### src/rtl/hex_frame_tx.sv
// rtl/hex_frame_tx.sv - snapshot of NUM_WORDS words sent as one uppercase-hex ASCII line over 8N1 UART
module hex_frame_tx #(
    parameter int          WORD_WIDTH = 32,
    parameter int          NUM_WORDS  = 4,
    parameter int          CLK_DIV    = 16,
    parameter logic [7:0]  SEP_CHAR   = 8'h20,
    parameter int          APPEND_LF  = 1
) (
    input  logic                            clk,
    input  logic                            reset,
    input  logic [NUM_WORDS*WORD_WIDTH-1:0] in_data,
    input  logic                            in_valid,
    output logic                            in_ready,
    output logic                            TX,
    output logic                            busy,
    output logic                            done
);

    localparam int NIBBLES = (WORD_WIDTH + 3) / 4;
    // digits, one separator or CR slot per word, optional LF
    localparam int CHARS   = NUM_WORDS * NIBBLES + NUM_WORDS + APPEND_LF;
    localparam int BAUD_W  = $clog2(CLK_DIV);
    localparam int CIDX_W  = $clog2(CHARS);
    localparam int NPOS_W  = $clog2(NIBBLES + 1);
    localparam int WIDX_W  = $clog2(NUM_WORDS + 1);

    typedef enum logic [1:0] {
        IDLE  = 2'd0,
        START = 2'd1,
        DATA  = 2'd2,
        STOP  = 2'd3
    } state_t;

    state_t                            state, state_n;
    logic [BAUD_W-1:0]                 baud, baud_n;
    logic [2:0]                        bit_idx, bit_idx_n;
    logic [CIDX_W-1:0]                 char_idx, char_idx_n;
    // nib_pos == NIBBLES is the separator/CR slot; word_idx == NUM_WORDS is the LF slot
    logic [NPOS_W-1:0]                 nib_pos, nib_pos_n;
    logic [WIDX_W-1:0]                 word_idx, word_idx_n;
    logic [NUM_WORDS*WORD_WIDTH-1:0]   snap, snap_n;
    logic                              tx_n, busy_n, done_n;

    logic [WORD_WIDTH-1:0]             word;
    logic [NIBBLES*4-1:0]              padded;
    logic [3:0]                        nib;
    logic [7:0]                        digit;
    logic [7:0]                        cur_char;
    logic                              baud_end;
    logic                              last_char;

    assign in_ready  = (state == IDLE) && !reset;
    assign baud_end  = (baud == BAUD_W'(CLK_DIV - 1));
    assign last_char = (char_idx == CIDX_W'(CHARS - 1));

    // Character select: pick the byte for the current (word, nibble) slot from the snapshot
    always_comb begin
        word = '0;
        for (int k = 0; k < NUM_WORDS; k++) begin
            if (word_idx == WIDX_W'(k)) begin
                word = snap[k*WORD_WIDTH +: WORD_WIDTH];
            end
        end
        padded = '0;
        padded[WORD_WIDTH-1:0] = word;
        nib = '0;
        for (int n = 0; n < NIBBLES; n++) begin
            if (nib_pos == NPOS_W'(n)) begin
                nib = padded[4*(NIBBLES-1-n) +: 4];
            end
        end
        digit = (nib < 4'd10) ? (8'h30 + {4'h0, nib}) : (8'h37 + {4'h0, nib});
        if (word_idx == WIDX_W'(NUM_WORDS)) begin
            cur_char = 8'h0A;
        end else if (nib_pos == NPOS_W'(NIBBLES)) begin
            cur_char = (word_idx == WIDX_W'(NUM_WORDS - 1)) ? 8'h0D : SEP_CHAR;
        end else begin
            cur_char = digit;
        end
    end

    // Next-state and next registered outputs; the character load is folded into the transfer/stop edge
    always_comb begin
        state_n    = state;
        baud_n     = baud;
        bit_idx_n  = bit_idx;
        char_idx_n = char_idx;
        nib_pos_n  = nib_pos;
        word_idx_n = word_idx;
        snap_n     = snap;
        tx_n       = TX;
        busy_n     = busy;
        done_n     = 1'b0;
        case (state)
            IDLE: begin
                tx_n   = 1'b1;
                busy_n = 1'b0;
                if (in_valid) begin
                    state_n    = START;
                    snap_n     = in_data;
                    baud_n     = '0;
                    bit_idx_n  = '0;
                    char_idx_n = '0;
                    nib_pos_n  = '0;
                    word_idx_n = '0;
                    tx_n       = 1'b0;
                    busy_n     = 1'b1;
                end
            end
            START: begin
                if (baud_end) begin
                    baud_n    = '0;
                    bit_idx_n = '0;
                    state_n   = DATA;
                    tx_n      = cur_char[0];
                end else begin
                    baud_n = baud + BAUD_W'(1);
                end
            end
            DATA: begin
                if (baud_end) begin
                    baud_n = '0;
                    if (bit_idx == 3'd7) begin
                        state_n = STOP;
                        tx_n    = 1'b1;
                    end else begin
                        bit_idx_n = bit_idx + 3'd1;
                        tx_n      = cur_char[bit_idx + 3'd1];
                    end
                end else begin
                    baud_n = baud + BAUD_W'(1);
                end
            end
            STOP: begin
                if (baud_end) begin
                    baud_n = '0;
                    if (last_char) begin
                        state_n = IDLE;
                        tx_n    = 1'b1;
                        busy_n  = 1'b0;
                        done_n  = 1'b1;
                    end else begin
                        // back-to-back characters: next start bit with no idle gap
                        state_n    = START;
                        tx_n       = 1'b0;
                        char_idx_n = char_idx + CIDX_W'(1);
                        if (nib_pos == NPOS_W'(NIBBLES)) begin
                            nib_pos_n  = '0;
                            word_idx_n = word_idx + WIDX_W'(1);
                        end else begin
                            nib_pos_n = nib_pos + NPOS_W'(1);
                        end
                    end
                end else begin
                    baud_n = baud + BAUD_W'(1);
                end
            end
            default: begin
                state_n = IDLE;
            end
        endcase
    end

    // State and output registers; reset aborts any line in progress
    always_ff @(posedge clk) begin
        if (reset) begin
            state    <= IDLE;
            baud     <= '0;
            bit_idx  <= '0;
            char_idx <= '0;
            nib_pos  <= '0;
            word_idx <= '0;
            snap     <= '0;
            TX       <= 1'b1;
            busy     <= 1'b0;
            done     <= 1'b0;
        end else begin
            state    <= state_n;
            baud     <= baud_n;
            bit_idx  <= bit_idx_n;
            char_idx <= char_idx_n;
            nib_pos  <= nib_pos_n;
            word_idx <= word_idx_n;
            snap     <= snap_n;
            TX       <= tx_n;
            busy     <= busy_n;
            done     <= done_n;
        end
    end

endmodule

### config.mk
export PLATFORM = sky130hd
export DESIGN_NAME = hex_frame_tx
export DESIGN_NICKNAME = d
export VERILOG_FILES = /design/src/rtl/hex_frame_tx.sv
export SDC_FILE = /design/constraint.sdc
export NUM_CORES = 1
export LEC_CHECK = 0
export ABC_AREA = 1
export CAP_MARGIN = 20
export CORE_MARGIN = 8
export CORE_UTILIZATION = 48
export CTS_BUF_LIST = sky130_fd_sc_hd__clkbuf_16
export DETAILED_ROUTE_END_ITERATION = 7
export GPL_TIMING_DRIVEN = 0
export PLACE_DENSITY = 0.83
export REMOVE_ABC_BUFFERS = 1
export SLEW_MARGIN = 15
export SYNTH_ARGS = -nofsm -noshare
export SYNTH_HDL_FRONTEND = slang
export SYNTH_SLANG_ARGS = --single-unit
### constraint.sdc
create_clock -name clk -period 2.8 [get_ports clk]
set_clock_uncertainty 0.15 [all_clocks]
set_input_delay 0.56 -clock clk [delete_from_list [all_inputs] [get_ports clk]]
set_output_delay 0.56 -clock clk [all_outputs]
set_load 0.1 [all_outputs]
Word-level counts from Yosys, hierarchy flattened
Index checks and enable logic that the tools add are counted.

storage, ports and cells
  input bits = 131
  register bits = 153
  logic and storage cells = 120
  output and inout port bits = 4

operators by class
  multiplexer cells = 56
  equality and inequality tests = 27
  bitwise logic cells = 2
  reductions and logical operators = 16
  add/subtract/negate cells = 7
  magnitude comparators = 2

operators with widths
  kind                                                             number
  32-bit 2-to-1 mux                                                4
  4-bit 2-to-1 mux                                                 13
  6-bit 2-to-1 mux                                                 4
  3-bit 2-to-1 mux                                                 7
  7-bit 2-to-1 mux                                                 3
  2-bit != test, second input constant                             9
  4-bit by 3-bit == test with 1-bit output, second input constant  4
  4-bit one-hot mux with 2 select lines                            2
  5-bit AND reduction                                              3
  6-bit by 4-bit adder with 7-bit output, first input constant     2
  6-bit one-hot mux with 2 select lines                            1
  1-bit 2-to-1 mux                                                 11
  2-bit 2-to-1 mux                                                 5
  3-bit one-hot mux with 3 select lines                            1
  4-bit by 1-bit adder with 4-bit output, second input constant    2
  4-bit by 2-bit == test with 1-bit output, second input constant  2
  4-bit == test, second input constant                             2
  2-bit one-hot mux with 4 select lines                            1
  3-bit by 1-bit adder with 3-bit output, second input constant    2
  6-bit by 1-bit adder with 6-bit output, second input constant    1
  3-bit by 2-bit == test with 1-bit output, second input constant  2
  3-bit == test, second input constant                             2
  6-bit == test, second input constant                             1
  3-bit one-hot mux with 2 select lines                            1
  21 further kinds                                                 25

Logic depth before layout (Yosys ltp)
  depth in word-level cells = 22
  gate-level depth with buffers = 30
  depth with buffers taken out = 28

Worst setup path before layout
Ideal clock, no wire load.

  path type = register to register
  from = reg word_idx[2]
  to = reg TX
  required time = 2.533 ns
  library setup time = 0.117 ns
  path buffers = 4
  period minus slack after synthesis = 3.080 ns
  path slack = -0.280 ns
  cell stages (with the launch flop) = 24
  data arrival time = 2.814 ns
  cell sequence = dfxtp_1 > inv_1 > ha_1 > buf_2 > inv_1 > buf_2 > buf_4 > clkbuf_1 > nand2_1 > o211ai_1 > nand2_1 > a21oi_2 > ha_1 > nand2_1 > a21oi_1 > nand2_1 > nand2_1 > nand2_1 > nand2_1 > nand3_1 > nand3_1 > nand2_1 > nand2_1 > nand2_1

on the way
  word-level cells in the longest chain between the ends = 22
  elaborated cells between the ends (all ways) = 30
  classes of those cells = add/sub: 2; order compare: 1; eq/ne: 4; mux: 22; reduce/logical: 1

RTL lines
  item                                                                                  line  source
  start: declaration                                                                    40    logic [WIDX_W-1:0] word_idx, word_idx_n;
  start signal: assignment                                                              183   word_idx <= word_idx_n;
  3-bit zero test                                                                       60    if (word_idx == WIDX_W'(k)) begin
  32-bit 2-to-1 mux (4 in a row)                                                        60
  4-bit 2-to-1 mux (8 in a row)                                                         68    if (nib_pos == NPOS_W'(n)) begin
  6-bit by 4-bit adder with 7-bit output or 4-bit less-than comparator (tied branches)  72    digit = (nib < 4'd10) ? (8'h30 + {4'h0, nib}) : (8'h37 + {4'h0, nib});
  7-bit 2-to-1 mux                                                                      72
  7-bit 2-to-1 mux                                                                      75    end else if (nib_pos == NPOS_W'(NIBBLES)) begin
  7-bit 2-to-1 mux *                                                                    73    if (word_idx == WIDX_W'(NUM_WORDS)) begin
  1-bit binary-select mux with 3-bit select                                             128   tx_n = cur_char[bit_idx + 3'd1];
  1-bit 2-to-1 mux (not written as such)                                                128
  1-bit 2-to-1 mux                                                                      123   if (bit_idx == 3'd7) begin
  1-bit 2-to-1 mux                                                                      121   if (baud_end) begin
  1-bit one-hot mux with 4 select lines *                                               94    case (state)
  end signal: assignment                                                                185   TX <= tx_n;
  end: declaration                                                                      14    output logic TX,

Every way passes the cells marked *; elsewhere a longest branch is shown, timed or not. The select of a mux whose other input is x is not followed.
A chain may end at the register's enable or synchronous reset.

Worst setup path in the final report
  from = reg word_idx[0]
  to = reg TX

Same word-level chain as after synthesis.

==> results.cfg <==
[run_status]
run_status = complete, but fails checks
violated_checks = setup timing

[timing]
min_period_over_period = 1.12
timing.max_slew.rel_slack = 0.352
hold-worst-slack_ns = 0.306
maxSlewViolCount = 0
final_critical_path_setup_slack_ns = -0.341
timing.final.crit_period_ns = 3.14
clock.fmax_ghz = 0.318
finalSetupViolations = 1
rsz_0062_raised_after_global_routing = true
timing.final.hold_violations = 0
worst_slew_pin_slew_ns = 0.969

[worst_setup_path]
cp_data_required_time_ns = 3.02
timing.setup.critical_path_class = flop to flop
start_kind = flop
crit_path_end_kind = flop
worst_ep_arrival_time_ns = 3.36
timing.critical_path.fanout_max = 13
r2r_slack_ns = -0.34

[floorplan]
top_level_ports = 135
core-area_mm2 = 0.0151
die_boundary_height_um = 140
floorplan.initialDensity = 0.489
placement_rows = 45
die_w_um = 140
floorplan.die_area_mm2 = 0.0196

[cts]
clock-sinks = 153
tritoncts_clock_tree = done
clkLatencyLatePin_ns = 0.43
cts-htree-levels = 4
tritoncts.num_buffers = 17
cts-root-buf = sky130_fd_sc_hd__clkbuf_16
cts.clk_slew.worst_paths_ns = 0.06
cts_max_path_buffers = 2

[synthesis]
synth_area_leaders = sky130_fd_sc_hd__dfxtp_1 42%, sky130_fd_sc_hd__nor2_1 14%, sky130_fd_sc_hd__o21ai_0 11%
number_of_distinct_library_cells_after_synthesis = 35
async_flop_share = 0
synth_top_cell_area_share = 0.415
synth_enable_flop_cells = 0
yosysWarningCount = 0
synth_sequential_area_ratio = 0.415
synthesis.instances = 1085
synth.cell_area_mm2 = 0.00737
synth-seq-cells = 153
dominantRegCellSynth = sky130_fd_sc_hd__dfxtp_1
synth_top_area_cell = sky130_fd_sc_hd__dfxtp_1
synthesis.area_per_instance_um2 = 6.80
synth_top_cells_by_count = 277 x sky130_fd_sc_hd__nor2_1, 158 x sky130_fd_sc_hd__o21ai_0, 153 x sky130_fd_sc_hd__dfxtp_1
yosysMostFrequentCell = sky130_fd_sc_hd__nor2_1

[layout]
num-nets-final = 1364
antennaDiodeCount = 0
syn2layout_area_growth_pct = 36.7
n_fill_cell = 1287
layout-drive-gt1-share = 0.0991
instances_no_fill = 1409
layout.core_utilization = 0.668

[detailed_routing]
wl_met2_um = 10500
drc = 0
avgRoutedWirePerCell_um = 15.8
first_pass_iters = 5
top_layer_used = met4
via_total_after_detailed_routing = 7486
postRouteAntennaNets = 0
wl_met1_um = 9560
wirelength_um = 22300
routed-wl-met3_um = 1760
drt-vias-per-instance = 5.31
initialDrtViolationCount = 640

[grt]
grt_pass1_vias = 6883
groute.usage.overall = 0.213
globalRouteOverflowTotal = 0
grt_antenna_before_repair = 0
grt_max_degree = 114
grt_pass1_wl_um = 33800

[power]
vdd_ir_drop_max_uv = 635
p_leak_nw = 4.29
p_total_mw = 10.8
p_per_area_mw_per_mm2 = 1070

[flow_run]
max_cap_viol_count = 0

[placement]
placed_cells_incl_taps = 1344
globalplace.congestion = 0.822
portBuffers = 134
dp_hpwl_um = 12900

[hold_path]
holdCritPathClass = flop to flop
==> stage by stage <==
stage          TNS (ns)  worst slack (ns)  instance area [µm²]
5_1_grt           -1.25            -0.539                10100
6_report         -0.341            -0.341                10100
4_1_cts          -0.317            -0.317                 9790
3_5_place_dp      -4.39             -1.43                 8740
2_1_floorplan   -261.37             -2.41                 7070
3_3_place_gp    -657.03             -5.51                 8650
==> timing repair <==
item / CTS / global route
setup buffers: 19 / 11
resized for setup: 46 / 33
gates cloned: 6 / 3
hold buffers: 0 / 0
endpoints found under the setup margin: 7 / 11
pin swaps: 13 / 18
==> report_power, final <==
part	total (mW)	switching (mW)	internal (mW)
clock network	2.61	0.883	1.73
registers	3.02	0.304	2.72
logic	5.13	3.18	1.95
==> logic make-up (layout without fill, tap and decap cells) <==
kind of cell,Yosys count,count (layout),share of synthesized area
buffers and inverters,134,268,0.0758
adders and majority gates,20,20,0.0339
DFF,153,153,0.415
AOI/OAI and AO/OA,246,246,0.178
and+or+nand+nor,532,534,0.297
==> final timing paths <==
kind / startpoint / to / cells after the start
setup / recovery: word_idx[0]$_SDFFE_PP0P_ / TX$_SDFFE_PP1P_ / 27
hold / removal: snap[29]$_SDFFE_PP0P_ / snap[29]$_SDFFE_PP0P_ / 2
hold reg to reg: snap[29]$_SDFFE_PP0P_ / snap[29]$_SDFFE_PP0P_ / 2
setup reg to reg: word_idx[0]$_SDFFE_PP0P_ / TX$_SDFFE_PP1P_ / 27
==> area by class of cell <==
cell class	instances	area, µm²	area share
Tap cell	188	235	0.0233
Multi-Input combinational cell	800	3950	0.392
Clock inverter	10	228	0.0226
Inverter	68	313	0.0310
Timing Repair Buffer	168	1800	0.178
Sequential cell	153	3070	0.305
Clock buffer	17	425	0.0422
Timing Repair inverter	5	58.8	0.00583
==> routing by layer <==
metal | track usage | vias to the layer above
li1 | - | 3809
met1 | 0.263 | 3393
met2 | 0.349 | 247
met3 | 0.0642 | 37
met4 | 0.0646 | 0
met5 | 0 | -
==> placed cells by master, fill, tap and decap left out, drive strengths merged, types with 13 or more instances in the layout <==
master and count:
ha 20, o211ai 13, dfxtp 153, clkdlybuf4s50 132, buf 33, nand3 83
a21oi 53, o21ai 164, nand2 144, clkbuf 19, inv 71, nor2 284
==> flip-flops by register name, indices dropped and copies added, names as in the netlist <==
name      count
word_idx      3
snap        128
baud          4
state         2
TX            1
done          1
nib_pos       4
bit_idx       3
busy          1
char_idx      6
==> worst max-delay path: stages, from the launching register on <==
cell and delay, ns:
sky130_fd_sc_hd__dfxtp_4 0.38, sky130_fd_sc_hd__inv_4 0.05, sky130_fd_sc_hd__ha_2 0.21, sky130_fd_sc_hd__inv_2 0.10, sky130_fd_sc_hd__nor2_4 0.05, sky130_fd_sc_hd__buf_12 0.14, sky130_fd_sc_hd__nand2_1 0.05, sky130_fd_sc_hd__nand2_1 0.05
sky130_fd_sc_hd__nand2_1 0.06, sky130_fd_sc_hd__nand2_1 0.05, sky130_fd_sc_hd__nand2_1 0.08, sky130_fd_sc_hd__nand3_2 0.11, sky130_fd_sc_hd__nand3_2 0.12, sky130_fd_sc_hd__nand3_2 0.09, sky130_fd_sc_hd__nand2_1 0.11, sky130_fd_sc_hd__nand3_2 0.09
sky130_fd_sc_hd__a21oi_4 0.16, sky130_fd_sc_hd__ha_2 0.28, sky130_fd_sc_hd__nand3b_1 0.15, sky130_fd_sc_hd__nand3_1 0.09, sky130_fd_sc_hd__nand2_1 0.06, sky130_fd_sc_hd__inv_1 0.05, sky130_fd_sc_hd__nand2_1 0.07, sky130_fd_sc_hd__nand3_2 0.08
sky130_fd_sc_hd__nand3_2 0.06, sky130_fd_sc_hd__nand2_1 0.08, sky130_fd_sc_hd__nand2_1 0.05, sky130_fd_sc_hd__nand2_1 0.05
Note: power is estimated with default switching activity, not from simulation.
